## src/rtl/int_ctrl_pkg.sv

```systemverilog
// int_ctrl_pkg: register offsets, FSM states and bridge window base shared by the interrupt controller.
package int_ctrl_pkg;
    localparam logic [1:0] INT_PEND = 2'd0;
    localparam logic [1:0] INT_EN   = 2'd1;
    localparam logic [1:0] INT_EDGE = 2'd2;
    localparam logic [1:0] INT_ACT  = 2'd3;
    localparam logic [31:0] INT_BASE = 32'h0000_7f20;
    typedef enum logic [1:0] {INT_IDLE, INT_ASSERT, INT_ACTIVE} int_state_t;
endpackage

```

## src/rtl/int_prio_enc.sv

```systemverilog
// int_prio_enc: lowest-index-wins priority encoder producing {valid, id}.
module int_prio_enc #(
    parameter int N_SRC = 6
) (
    input  logic [N_SRC-1:0] req,
    output logic             valid,
    output logic [2:0]       id
);
    always_comb begin
        id = 3'd0;
        for (int i = N_SRC - 1; i >= 0; i--)
            if (req[i]) id = 3'(i);
        valid = |req;
    end
endmodule

```

## src/rtl/int_ctrl.sv

```systemverilog
// int_ctrl: level/edge interrupt latch, fixed-priority pick and claim/complete FSM feeding CP0 HWInt.
// Define INT_CTRL_SYNC_EN to pass irq_src through a 2-flop synchronizer first.
module int_ctrl
    import int_ctrl_pkg::*;
#(
    parameter int N_SRC = 6
) (
    input  logic             clk,
    input  logic             reset,
    input  logic [N_SRC-1:0] irq_src,
    input  logic             we,
    input  logic [3:0]       addr,
    input  logic [31:0]      wd,
    output logic [31:0]      rd,
    input  logic             cp0_req,
    output logic [5:0]       HWInt,
    output logic             busy
);
    int_state_t       state, state_d;
    logic [N_SRC-1:0] src, prev, pend_q, pend, en, edge_q, clr, win_oh;
    logic [2:0]       win_id, act_id, enc_id;
    logic             enc_valid, claim;
    logic             unused;
    assign unused = ^{addr[1:0], wd[31:N_SRC]};
`ifdef INT_CTRL_SYNC_EN
    logic [N_SRC-1:0] sync1, sync2;
    always_ff @(posedge clk) begin
        sync1 <= reset ? '0 : irq_src;
        sync2 <= reset ? '0 : sync1;
    end
    assign src = sync2;
`else
    assign src = irq_src;
`endif
    // Level sources follow the line directly; only edge sources hold state.
    assign pend   = (edge_q & pend_q) | (~edge_q & src);
    assign win_oh = N_SRC'(1) << win_id;
    assign claim  = state == INT_ASSERT && cp0_req;
    assign clr    = (we && addr[3:2] == INT_PEND ? wd[N_SRC-1:0] : '0) | (claim ? win_oh : '0);
    int_prio_enc #(.N_SRC(N_SRC)) u_enc (.req(pend & en), .valid(enc_valid), .id(enc_id));
    always_comb begin
        state_d = state;
        case (state)
            INT_IDLE:   state_d = enc_valid ? INT_ASSERT : INT_IDLE;
            INT_ASSERT: state_d = cp0_req ? INT_ACTIVE : (|(pend & en & win_oh)) ? INT_ASSERT : INT_IDLE;
            INT_ACTIVE: state_d = we && addr[3:2] == INT_ACT ? INT_IDLE : INT_ACTIVE;
            default:    state_d = INT_IDLE;
        endcase
    end
    always_ff @(posedge clk) begin
        if (reset) begin
            state  <= INT_IDLE;
            prev   <= '0;
            pend_q <= '0;
            en     <= '0;
            edge_q <= '0;
            win_id <= '0;
            act_id <= '0;
        end else begin
            state  <= state_d;
            prev   <= src;
            pend_q <= edge_q & ((src & ~prev) | (pend_q & ~clr));
            if (we && addr[3:2] == INT_EN) en <= wd[N_SRC-1:0];
            if (we && addr[3:2] == INT_EDGE) edge_q <= wd[N_SRC-1:0];
            if (state == INT_IDLE && enc_valid) win_id <= enc_id;
            if (claim) act_id <= win_id;
        end
    end
    assign HWInt = state == INT_ASSERT ? 6'(win_oh) : 6'd0;
    assign busy  = state == INT_ACTIVE;
    always_comb
        rd = addr[3:2] == INT_PEND ? 32'(pend) :
             addr[3:2] == INT_EN   ? 32'(en) :
             addr[3:2] == INT_EDGE ? 32'(edge_q) :
             {busy, 28'd0, act_id};
endmodule

```

## config.mk

```make
export PLATFORM = sky130hd
export DESIGN_NAME = int_ctrl
export DESIGN_NICKNAME = d
export VERILOG_FILES = /design/src/rtl/int_ctrl_pkg.sv /design/src/rtl/int_prio_enc.sv /design/src/rtl/int_ctrl.sv
export SDC_FILE = /design/constraint.sdc
export NUM_CORES = 1
export LEC_CHECK = 0
export ABC_AREA = 0
export CORE_ASPECT_RATIO = 1.5
export CORE_UTILIZATION = 30
export DETAILED_ROUTE_END_ITERATION = 16
export PLACE_DENSITY = 0.66
export SLEW_MARGIN = 25
export SYNTH_ARGS = -nofsm -noshare
export SYNTH_HDL_FRONTEND = slang
export SYNTH_SLANG_ARGS = --single-unit
```

## constraint.sdc

```tcl
create_clock -name clk -period 2.2 [get_ports clk]
set_clock_uncertainty 0.2 [all_clocks]
set_input_delay 0.44 -clock clk [delete_from_list [all_inputs] [get_ports clk]]
set_output_delay 0.44 -clock clk [all_outputs]
set_load 0.01 [all_outputs]
```

[After elaboration in Yosys (flattened, before gate mapping)]
Index checks and enable logic that the tools add are counted.
Storage, ports and cells
  register bits: 32
  input bits: 46
  output and inout port bits: 39
  logic and storage cells: 53
Cells by class
  eq/ne operators: 5
  shifts and indexed selects: 1
  mux-type cells: 17
  bitwise logic cells: 13
  reductions and logical operators: 10
Operators by type and width (count)
  $mux 32: 3
  $and 6x6->6: 7
  $mux 3: 6
  $mux 6: 3
  $not 6->6: 3
  $or 6x6->6: 3
  $reduce_or 6->1: 2
  $eq 2x2->1 const B: 3
  $logic_and 1x1->1: 6
  $pmux 2 s3: 1
  $shl 1x3->6 const A: 1
  $eq 2x1->1 const B: 2
  $logic_not 2->1: 2
  $mux 2: 2
  $mux 1: 2

[Depth between registers and ports, before layout]
Gate-level depths: netlist (run 1).
  depth in word-level cells: 10
  gate-level depth with buffers: 6
  gate-level depth less buffers: 5

[By module]
A second synthesis (run 1) with hierarchy kept.
Unflattened totals
  cell total of the unflattened synthesis: 226
  area, all modules: 1920.6 µm²
By module, submodules not included
  int_ctrl: times used 1, cells each 216, area an instance 1868.0 µm², sequential area each 640.6 µm²
  int_prio_enc: times used 1, cells each 10, area an instance 52.6 µm², sequential area each 0.0 µm²

[Worst setup path before layout (run 1)]
OpenSTA, ideal clock, no wires.
  path type: input to output
  start point: input irq_src[1]
  end point: output rd[1]
  data arrival time: 1.269 ns
  data required time: 1.560 ns
  slack: 0.291 ns
  cell stages on the path: 2
  buffers on the path: 0
  cell sequence: mux2_4 mux4_1
On the way
  word-level cells in the longest chain between the ends: 3
RTL lines
  from (decl): RTL line int_ctrl.sv:10  | input logic [N_SRC-1:0] irq_src,
  $and 6x6->6: RTL line int_ctrl.sv:36  | assign pend = (edge_q & pend_q) | (~edge_q & src);
  $or 6x6->6: RTL line int_ctrl.sv:36
  $mux 32: RTL line int_ctrl.sv:72  | rd = addr[3:2] == INT_PEND ? 32'(pend) :
  to (decl): RTL line int_ctrl.sv:14  | output logic [31:0] rd,
Every way passes these cells.

[Worst setup path after layout (run 1)]
  start point: register edge_q[0]
  end point: output rd[0]
On the way
  word-level cells in the longest chain between the ends: 4
  elaborated cells on any way between the ends: 7
  classes of those cells: mux (3); bitwise (4)
RTL lines
  from (decl): RTL line int_ctrl.sv:20  | logic [N_SRC-1:0] src, prev, pend_q, pend, en, edge_q, clr, win_oh;
  from (signal assigned): RTL line int_ctrl.sv:64  | if (we && addr[3:2] == INT_EDGE) edge_q <= wd[N_SRC-1:0];
  $not 6->6: RTL line int_ctrl.sv:36
  $and 6x6->6: RTL line int_ctrl.sv:36
  $or 6x6->6: RTL line int_ctrl.sv:36
  $mux 32 *: RTL line int_ctrl.sv:72
Every way passes the cells marked *; elsewhere a longest branch is shown, timed or not.

==> impl_metrics.csv, run 1 <==
group,metric,value,unit
setup_path,slowest_stage,"mux4_2",
placement,gp_congestion,0.856,
synth,ys_ff_latch,32,
grt,grt-ovfl-total,0,
finish,syn2layout_area_growth,33.6,%
route,first_iter_violations,26,
sta,whs,0.272,ns
synth,ys.warnings.count,0,
grt,antenna_found_initial,0,
synth,synthDistinctLibCells,38,
grt,grt_max_degree,14,
setup_path,rr_worst_depth,5,
sta,worst_pin_slew,0.525,ns
route,drt-total-wl,4.55,mm
placement,postPlaceCellArea,2370,um^2
setup_path,cp.required,1.56,ns
sta,post-route-period-util,99.4,%
grt,grt_pass1_vias,1583,
synth,yosysTopAreaCell,"dfxtp_1",
synth,synthFlopType,"dfxtp_1",
synth,synth.area.top_cells,"dfxtp_1 34%, buf_4 10%, mux2i_1 4.8%",
finish,drive_gt1_share,25.8,%
die,row_count,34,
grt,grt_usage,15.2,%
sta,drv_slew,0,
cts,htree_levels,2,
route,drc,0,
sta,hold_viol_final,0,
cts,root_buffer,"clkbuf_8",
synth,synth_edf_count,0,
setup_path,cp.depth,3,
sta,finalSetupViolations,0,
setup_path,worst-path-buf-inv,1,
synth,postSynthAreaPerCell,8.72,um^2
setup_path,path_class,"reg2out",
die,die_y,98.8,um
worst_hold_path,whs_path_depth,2,
sta,fmax,457,MHz
setup_path,critPathLaunch,"edge_q[0]$_SDFFE_PP0P_",
die,die_area,6580,um^2
cts,clock_latency,0.28,ns
power_and_ir_drop,ir_worst_vdd,0.218,mV
grt,grt_first_pass_wirelength,7.53,mm
synth,ys_seq_area_share,34.2,%
setup_path,startpoint_type,"flip-flop",
setup_path,worstSetupEndpointType,"primary output",
setup_path,max_stage_delay,0.49,ns
synth,ys_async_sr_fraction,0,%
route,firstDrtPassIters,4,
synth,syn_inst,215,
cts,numCtsBuffers,5,
sta,layout_min_cycle_time,2.19,ns
die,ios,85,
setup_path,cp_max_fo,2,
finish,diodes,0,
route,ant_nets,0,
route,routed_via_density,4.78,
run,maxCapViolations,0,
cts,cts_tree,"yes",
sta,setup-tns-final,0,ns
cts,cts.clk_slew.worst_paths,0.06,ns
synth,synth_top_cell_area_share,34.2,%
status,status,"complete, no violations",
finish,final_area,2500,um^2
sta,max_slew_margin,64.9,%
placement,io_buffers,31,
setup_path,path_cells,"mux2_4, mux4_2, buf_6",
die,die_x,66.6,um
route,vias,1659,
sta,rsz0062_at_grt,"yes",
setup_path,r2r-start,"edge_q[4]$_SDFFE_PP0P_",
power_and_ir_drop,power.density,538,nW/um^2
synth,synth_area,1880,um^2
setup_path,critPathTopFamily,"multiplexers",
power_and_ir_drop,fin_total_pwr,1.35,mW
die,core-area,5910,um^2
power_and_ir_drop,leakage,1.14,nW
cts,clockBufferDepth,2,
cts,cts.sinks,32,
die,start_util,31.7,%
route,wire_per_inst,13.1,um
worst_hold_path,hp-start,"en[4]$_SDFFE_PP0P_",
worst_hold_path,hp-class,"reg2reg",
placement,dpl.hpwl,3.61,mm
finish,fin_nets,321,
setup_path,cp.arrival,1.55,ns
## where the power goes
group          internal (mW)  switching, mW
Clock                  0.278          0.207
Sequential             0.598         0.0153
Combinational          0.128          0.122
## state kept, by name (all words and copies together), names as in the netlist
register  cells
act_id        3
edge_q        6
en            6
pend_q        6
prev          6
state         2
win_id        3
## final cells by class
type	instances	area [um^2]
sequential	32	644
fill	613	3410
multi-input combinational	167	1090
inverter	3	11.3
tap	72	90.1
timing repair buffer	66	573
clock buffer	7	96.3
## Yosys cell counts, drive strengths merged, types with 2 or more instances
cell type,number
a21oi,17
a22oi,2
a2bb2oi,5
buf,31
clkbuf,6
dfxtp,32
inv,3
mux2,6
mux2i,9
mux4,3
nand2,19
nand2b,3
nand3,8
nand3b,5
nor2,23
nor2b,9
nor3,3
nor3b,8
o21ai,7
o22ai,2
o31a,3
## routing by layer
layer | vias up | track usage (%) | wire, um
met5 | - | 0 | 0
met4 | 0 | 5.73 | 71
met3 | 7 | 4.05 | 259
met2 | 56 | 25.8 | 2430
met1 | 776 | 17.8 | 1790
li1 | 820 | - | -
## cell families (layout without fill, tap and decap cells)
family | Yosys count | count (layout) | synth area share (%)
simple gates | 83 | 83 | 22.9
compound gates | 41 | 41 | 16.7
buf+inv | 40 | 76 | 13.4
flops | 32 | 32 | 34.2
mux | 18 | 18 | 12.6
other cells | 1 | 25 | 0.200
## worst register-to-register path, stage by stage, from the launching register on
cell and delay (ns):
dfxtp_1 0.40, mux2_1 0.35, nand2_1 0.19, nand4_1 0.14
a221oi_1 0.33, a21o_1 0.16
## timing repair
action	CTS	global route
gates resized for setup	48	11
buffers inserted	1	1
hold buffers	0	0
pin swaps	0	3
setup endpoints to repair	13	7
cloned	0	0
## cells in the final DEF, fill, tap and decap left out, types with 3 or more instances in the layout
cell             Yosys  routed
o21ai_1              6       5
nand2_1             19      18
buf_6                0       7
a2bb2oi_1            5       5
conb_1               1      25
a21oi_1             17      17
o31a_1               3       3
mux2_4               2       3
clkdlybuf4s50_1      0      10
dfxtp_2              0       3
nand3b_1             5       5
nand3_1              8       8
dfxtp_1             32      29
clkdlybuf4s15_1      0       3
inv_1                3       3
nor3b_1              6       6
dlygate4sd2_1        0       9
mux4_2               2       3
nor2b_1              9       8
clkbuf_8             0       7
buf_2                6       3
mux2i_1              9       9
buf_4               25      31
nor2_1              23      23
dlymetal6s2s_1       0       3
## through the flow
| stage | util [%] | worst slack [ns] | std cells |
|---|---|---|---|
| after floorplan | - | 0.291 | 239 |
| after global placement | 40.1 | -0.560 | 338 |
| after detailed placement | 40.1 | -0.594 | 338 |
| after CTS | 41.7 | -0.0124 | 346 |
| after global routing | 42.4 | -0.0323 | 347 |
| final | 42.4 | 0.0128 | 347 |
## path summary, 6_finish.rpt
| check | to | slack (ns) |
|---|---|---|
| setup / recovery | rd[0] | 0.01 |
| hold / removal | en[4]$_SDFFE_PP0P_ | 0.27 |
| setup reg to reg | win_id[0]$_SDFFE_PP0P_ | 0.38 |
| hold reg to reg | en[4]$_SDFFE_PP0P_ | 0.27 |
Note: power is estimated with default switching activity, not from simulation.
==> run 2, diff against run 1 <==
- CELL_PAD_IN_SITES_DETAIL_PLACEMENT: default -> 1
- CELL_PAD_IN_SITES_GLOBAL_PLACEMENT: default -> 1
- PLACE_DENSITY: 0.66 -> 0.86
- SKIP_CTS_REPAIR_TIMING: default -> 1
==> run 2 against run 1 <==
Against the previous run: the flow now finishes with violations (negative setup slack); register-to-register slack worse by 0.03 ns; clock power increased by 1%; cell area increased by 0.55%.
==> impl_metrics.csv, run 2 (same netlist as run 1, synthesis figures left out) <==
group,metric,value,unit
worst_hold_path,hp-start,"irq_src[2]",
power_and_ir_drop,ir_worst_vdd,0.287,mV
finish,multi_input_comb_area,1090,um^2
power_and_ir_drop,p_sw,0.360,mW
sta,rsz0062_at_grt,"yes",
cts,cts.clk_slew.worst_paths,0.07,ns
power_and_ir_drop,p_int,1.00,mW
power_and_ir_drop,switching_share,26.4,%
setup_path,worstSetupEndpointType,"primary output",
cts,clock_latency,0.28,ns
route,firstDrtPassIters,4,
setup_path,rr_endpoint,"win_id[1]$_SDFFE_PP0P_",
cts,cts_tree,"yes",
finish,final_util,42.6,%
setup_path,slowest_stage,"mux4_2",
setup_path,startpoint_type,"input pin",
die,start_util,31.7,%
die,ios,85,
setup_path,r2r-start,"edge_q[1]$_SDFFE_PP0P_",
finish,final_cell_mix,"30 x buf_4, 27 x dfxtp_1, 25 x conb_1",
setup_path,worst-path-buf-inv,2,
worst_hold_path,whs_endpoint,"prev[2]$_SDFF_PP0_",
power_and_ir_drop,power.density,542,nW/um^2
run,maxCapViolations,0,
grt,grt_max_degree,12,
route,first_iter_violations,49,
power_and_ir_drop,leakage,1.24,nW
grt,grt-ovfl-total,0,
finish,fin_nets,319,
finish,drive_gt1_share,26.0,%
route,wire_per_inst,16.3,um
route,vias,1713,
finish,diodes,0,
sta,finalSetupViolations,1,
setup_path,cp.required,1.56,ns
setup_path,regToRegSetupSlack,0.35,ns
setup_path,max_stage_delay,0.47,ns
setup_path,rr_worst_depth,6,
die,die_x,66.6,um
finish,syn2layout_area_growth,34.3,%
status,status,"finished, violations left",
placement,dpl.hpwl,4.34,mm
grt,grt_usage,18.2,%
setup_path,cp_max_fo,2,
route,wl_met3,222,um
placement,io_buffers,31,
route,top_layer_used,"met4",
route,wl_met2,2.97,mm
route,ant_nets,0,
route,routed_via_density,4.97,
die,die_y,98.8,um
route,drc,0,
cts,htree_levels,2,
setup_path,path_class,"in2out",
sta,hold_viol_final,0,
sta,drv_slew,0,
cts,cts.sinks,32,
sta,worst_slack,-0.226,ns
finish,final_common_cell,"buf_4",
grt,grt_first_pass_wirelength,9.01,mm
sta,fmax,412,MHz
worst_hold_path,hp-class,"in2reg",
sta,post-route-period-util,110,%
power_and_ir_drop,clkPwrFrac,36.1,%
die,die_area,6580,um^2
status,violations,"negative setup slack",
grt,antenna_found_initial,0,
route,drt-total-wl,5.62,mm
setup_path,path_cells,"clkdlybuf4s50_1, mux2_4, mux4_2, clkbuf_2",
worst_hold_path,whs_path_depth,2,
grt,grt_pass1_vias,1788,
cts,root_buffer,"clkbuf_8",
cts,numCtsBuffers,5,
setup_path,cp.arrival,1.79,ns
finish,fillers,698,
sta,layout_min_cycle_time,2.43,ns
power_and_ir_drop,power_frac_seq,45.1,%
placement,dp_slack,-0.628,ns
setup_path,critPathTopFamily,"multiplexers",
setup_path,critPathLaunch,"irq_src[1]",
cts,clockBufferDepth,2,
die,row_count,34,
route,met1_length,2.22,mm
placement,gp_congestion,0.879,
power_and_ir_drop,comb_power_share,18.8,%
die,core-area,5910,um^2
finish,seq_area,647,um^2
[run 2: how the worst max path moves through the flow]
| stage | to | slack (ns) | cells after the start |
|---|---|---|---|
| after global placement | rd[2] | -0.57 | 4 |
| after CTS | rd[1] | -0.61 | 4 |
| after detailed placement | rd[1] | -0.63 | 4 |
| after floorplan | rd[1] | 0.29 | 2 |
| final | rd[1] | -0.23 | 4 |
| after global routing | rd[1] | -0.25 | 4 |
[run 2: power by group through the flow]
| stage | Clock [mW] | Combinational [mW] | Sequential [mW] |
|---|---|---|---|
| 2_1_floorplan | 0 | 0.169 | 0.620 |
| 3_3_place_gp | 0 | 0.251 | 0.625 |
| 3_5_place_dp | 0 | 0.258 | 0.627 |
| 4_1_cts | 0.497 | 0.260 | 0.614 |
| 5_1_grt | 0.529 | 0.276 | 0.618 |
| 6_report | 0.493 | 0.256 | 0.616 |
[run 2: area by class of cell]
class / instances / share of cell area, %
clock buffer: 7 / 3.83
multi-input combinational: 167 / 43.1
timing repair buffer: 64 / 23.3
inverter: 3 / 0.447
tap: 72 / 3.58
sequential: 32 / 25.7
[run 2: per-layer routing]
layer | vias up | track usage [%]
li1 | 817 | -
met1 | 819 | 19.4
met2 | 60 | 33.3
met3 | 17 | 3.47
met4 | 0 | 7.86
met5 | - | 0
[run 2: stage by stage]
step                setup TNS (ns)  std cells  power, mW  hold slack [ns]  area, um^2
detailed placement           -4.07        338      0.884            0.290        2400
global route                -0.255        345       1.42            0.267        2520
CTS                          -4.72        345       1.37            0.321        2490
floorplan                        0        239      0.790            0.250        1970
global placement             -3.50        338      0.876            0.262        2400
finish                      -0.226        345       1.36            0.234        2520
==> run 3, diff against run 2 <==
- clock period: 2.2 -> 3 ns (I/O delays scaled with it)
==> run 3 against run 2 <==
Against the previous run: the run now ends clean; combinational power is 35% lower; critical path depth unchanged; clock-buffer cell count is 1 lower; register-to-register slack gained 0.71 ns; routed wire length fell by 8.0%; sequential power shrank 27%; power fell by 29%; sequential cell count did not move; die area did not move.
==> impl_metrics.csv, run 3 (same netlist as run 1, synthesis figures left out) <==
group,metric,value,unit
status,status,"complete, no violations",
setup_path,slowest_stage,"clkdlybuf4s50_1",
placement,dp_slack,-0.119,ns
die,die_x,66.6,um
route,first_iter_violations,30,
route,wire_per_inst,15.9,um
sta,layout_min_cycle_time,2.82,ns
die,row_count,34,
die,die_area,6580,um^2
setup_path,worstSetupEndpointType,"primary output",
setup_path,crit_path_frequent_cell,"clkdlybuf4s50_1",
finish,diodes,0,
run,maxCapViolations,0,
power_and_ir_drop,ir_worst_vdd,0.165,mV
die,start_util,31.7,%
setup_path,cp.arrival,2.02,ns
grt,grt_max_degree,16,
setup_path,startpoint_type,"input pin",
route,firstDrtPassIters,4,
power_and_ir_drop,power_frac_seq,46.4,%
worst_hold_path,hp-class,"reg2reg",
route,drt-total-wl,5.17,mm
grt,grt_usage,17.1,%
power_and_ir_drop,clkPwrFrac,36.4,%
power_and_ir_drop,leakage,1.04,nW
finish,drive_gt1_share,14.2,%
power_and_ir_drop,switching_share,27.9,%
sta,max_slew_margin,58.4,%
setup_path,path_cells,"clkdlybuf4s50_1, buf_4, and3_1, clkdlybuf4s50_1",
finish,final_cell_mix,"32 x dfxtp_1, 25 x conb_1, 25 x clkdlybuf4s50_1",
cts,htree_levels,2,
setup_path,rr_worst_depth,5,
die,ios,85,
setup_path,r2r-start,"state[0]$_SDFF_PP0_",
setup_path,cp_max_fo,4,
placement,dpl.hpwl,3.91,mm
worst_hold_path,whs_endpoint,"en[4]$_SDFFE_PP0P_",
sta,post-route-period-util,94.2,%
finish,final_common_cell,"dfxtp_1",
setup_path,path_class,"in2out",
sta,hold_viol_final,0,
sta,drv_slew,0,
sta,worst_pin_slew,0.622,ns
cts,root_buffer,"clkbuf_8",
setup_path,regToRegSetupSlack,1.06,ns
finish,fillers,699,
worst_hold_path,whs_path_depth,2,
worst_hold_path,hp-start,"en[4]$_SDFFE_PP0P_",
sta,setup-tns-final,0,ns
placement,io_buffers,31,
grt,grt_pass1_vias,1737,
power_and_ir_drop,power.density,416,nW/um^2
die,die_y,98.8,um
setup_path,rr_endpoint,"pend_q[0]$_SDFF_PP0_",
cts,cts_tree,"yes",
cts,clockBufferDepth,2,
cts,clock_latency,0.30,ns
power_and_ir_drop,comb_power_share,17.2,%
power_and_ir_drop,p_sw,0.271,mW
route,drc,0,
grt,grt_first_pass_wirelength,8.26,mm
route,ant_nets,0,
setup_path,max_stage_delay,0.54,ns
setup_path,critPathLaunch,"addr[3]",
sta,rsz0062_at_grt,"no",
die,core-area,5910,um^2
grt,grt-ovfl-total,0,
finish,syn2layout_area_growth,24.6,%
power_and_ir_drop,p_int,0.702,mW
cts,cts.clk_slew.worst_paths,0.07,ns
grt,antenna_found_initial,0,
sta,fmax,354,MHz
power_and_ir_drop,fin_total_pwr,0.973,mW
route,vias,1666,
sta,finalSetupViolations,0,
cts,numCtsBuffers,5,
route,routed_via_density,5.11,
setup_path,cp.required,2.20,ns
placement,gp_congestion,0.852,
finish,fin_nets,299,
sta,worst_slack,0.175,ns
cts,cts.sinks,32,
==> run 3: final cells by class <==
cell class	count	area, um^2	area share [%]
clock inverter	2	10.0	0.428
tap	72	90.1	3.85
timing repair buffer	44	427	18.3
sequential	32	641	27.4
inverter	3	11.3	0.482
multi-input combinational	167	1080	46.0
clock buffer	6	82.6	3.53
==> run 3: worst max-delay path: cells and delay by family <==
family	cells	cell delay, ns
buffers and inverters	3	1.26
and+or+nand+nor	1	0.17
==> run 3: power groups by stage <==
| stage | Clock, mW | Sequential [mW] | Combinational [mW] |
|---|---|---|---|
| final | 0.354 | 0.452 | 0.167 |
| after floorplan | 0 | 0.455 | 0.124 |
| after global routing | 0.378 | 0.453 | 0.182 |
| after detailed placement | 0 | 0.461 | 0.167 |
| after global placement | 0 | 0.460 | 0.163 |
| after CTS | 0.358 | 0.451 | 0.168 |
==> run 3: stage by stage <==
stage	std cells	util (%)	hold WS, ns	cell area (um^2)
4_1_cts	326	39.2	0.299	2320
5_1_grt	326	39.5	0.306	2340
3_5_place_dp	318	37.6	0.285	2220
6_report	326	39.5	0.289	2340
3_3_place_gp	318	37.6	0.259	2220
2_1_floorplan	239	-	0.250	1970
==> run 3: worst max-delay path by stage <==
stage	to	cells past startpoint
after floorplan	rd[1]	2
after global placement	rd[1]	4
after detailed placement	rd[0]	4
after CTS	rd[1]	4
after global routing	rd[31]	4
final	rd[31]	4
==> run 3: metal layers <==
layer / GRT usage [%] / part of all wire (%) / wire [um]
met4: 9.82 / 3.5 / 179
met2: 31.5 / 56 / 2880
met3: 4.63 / 5.1 / 264
met1: 16.2 / 36 / 1850
met5: 0 / 0 / 0
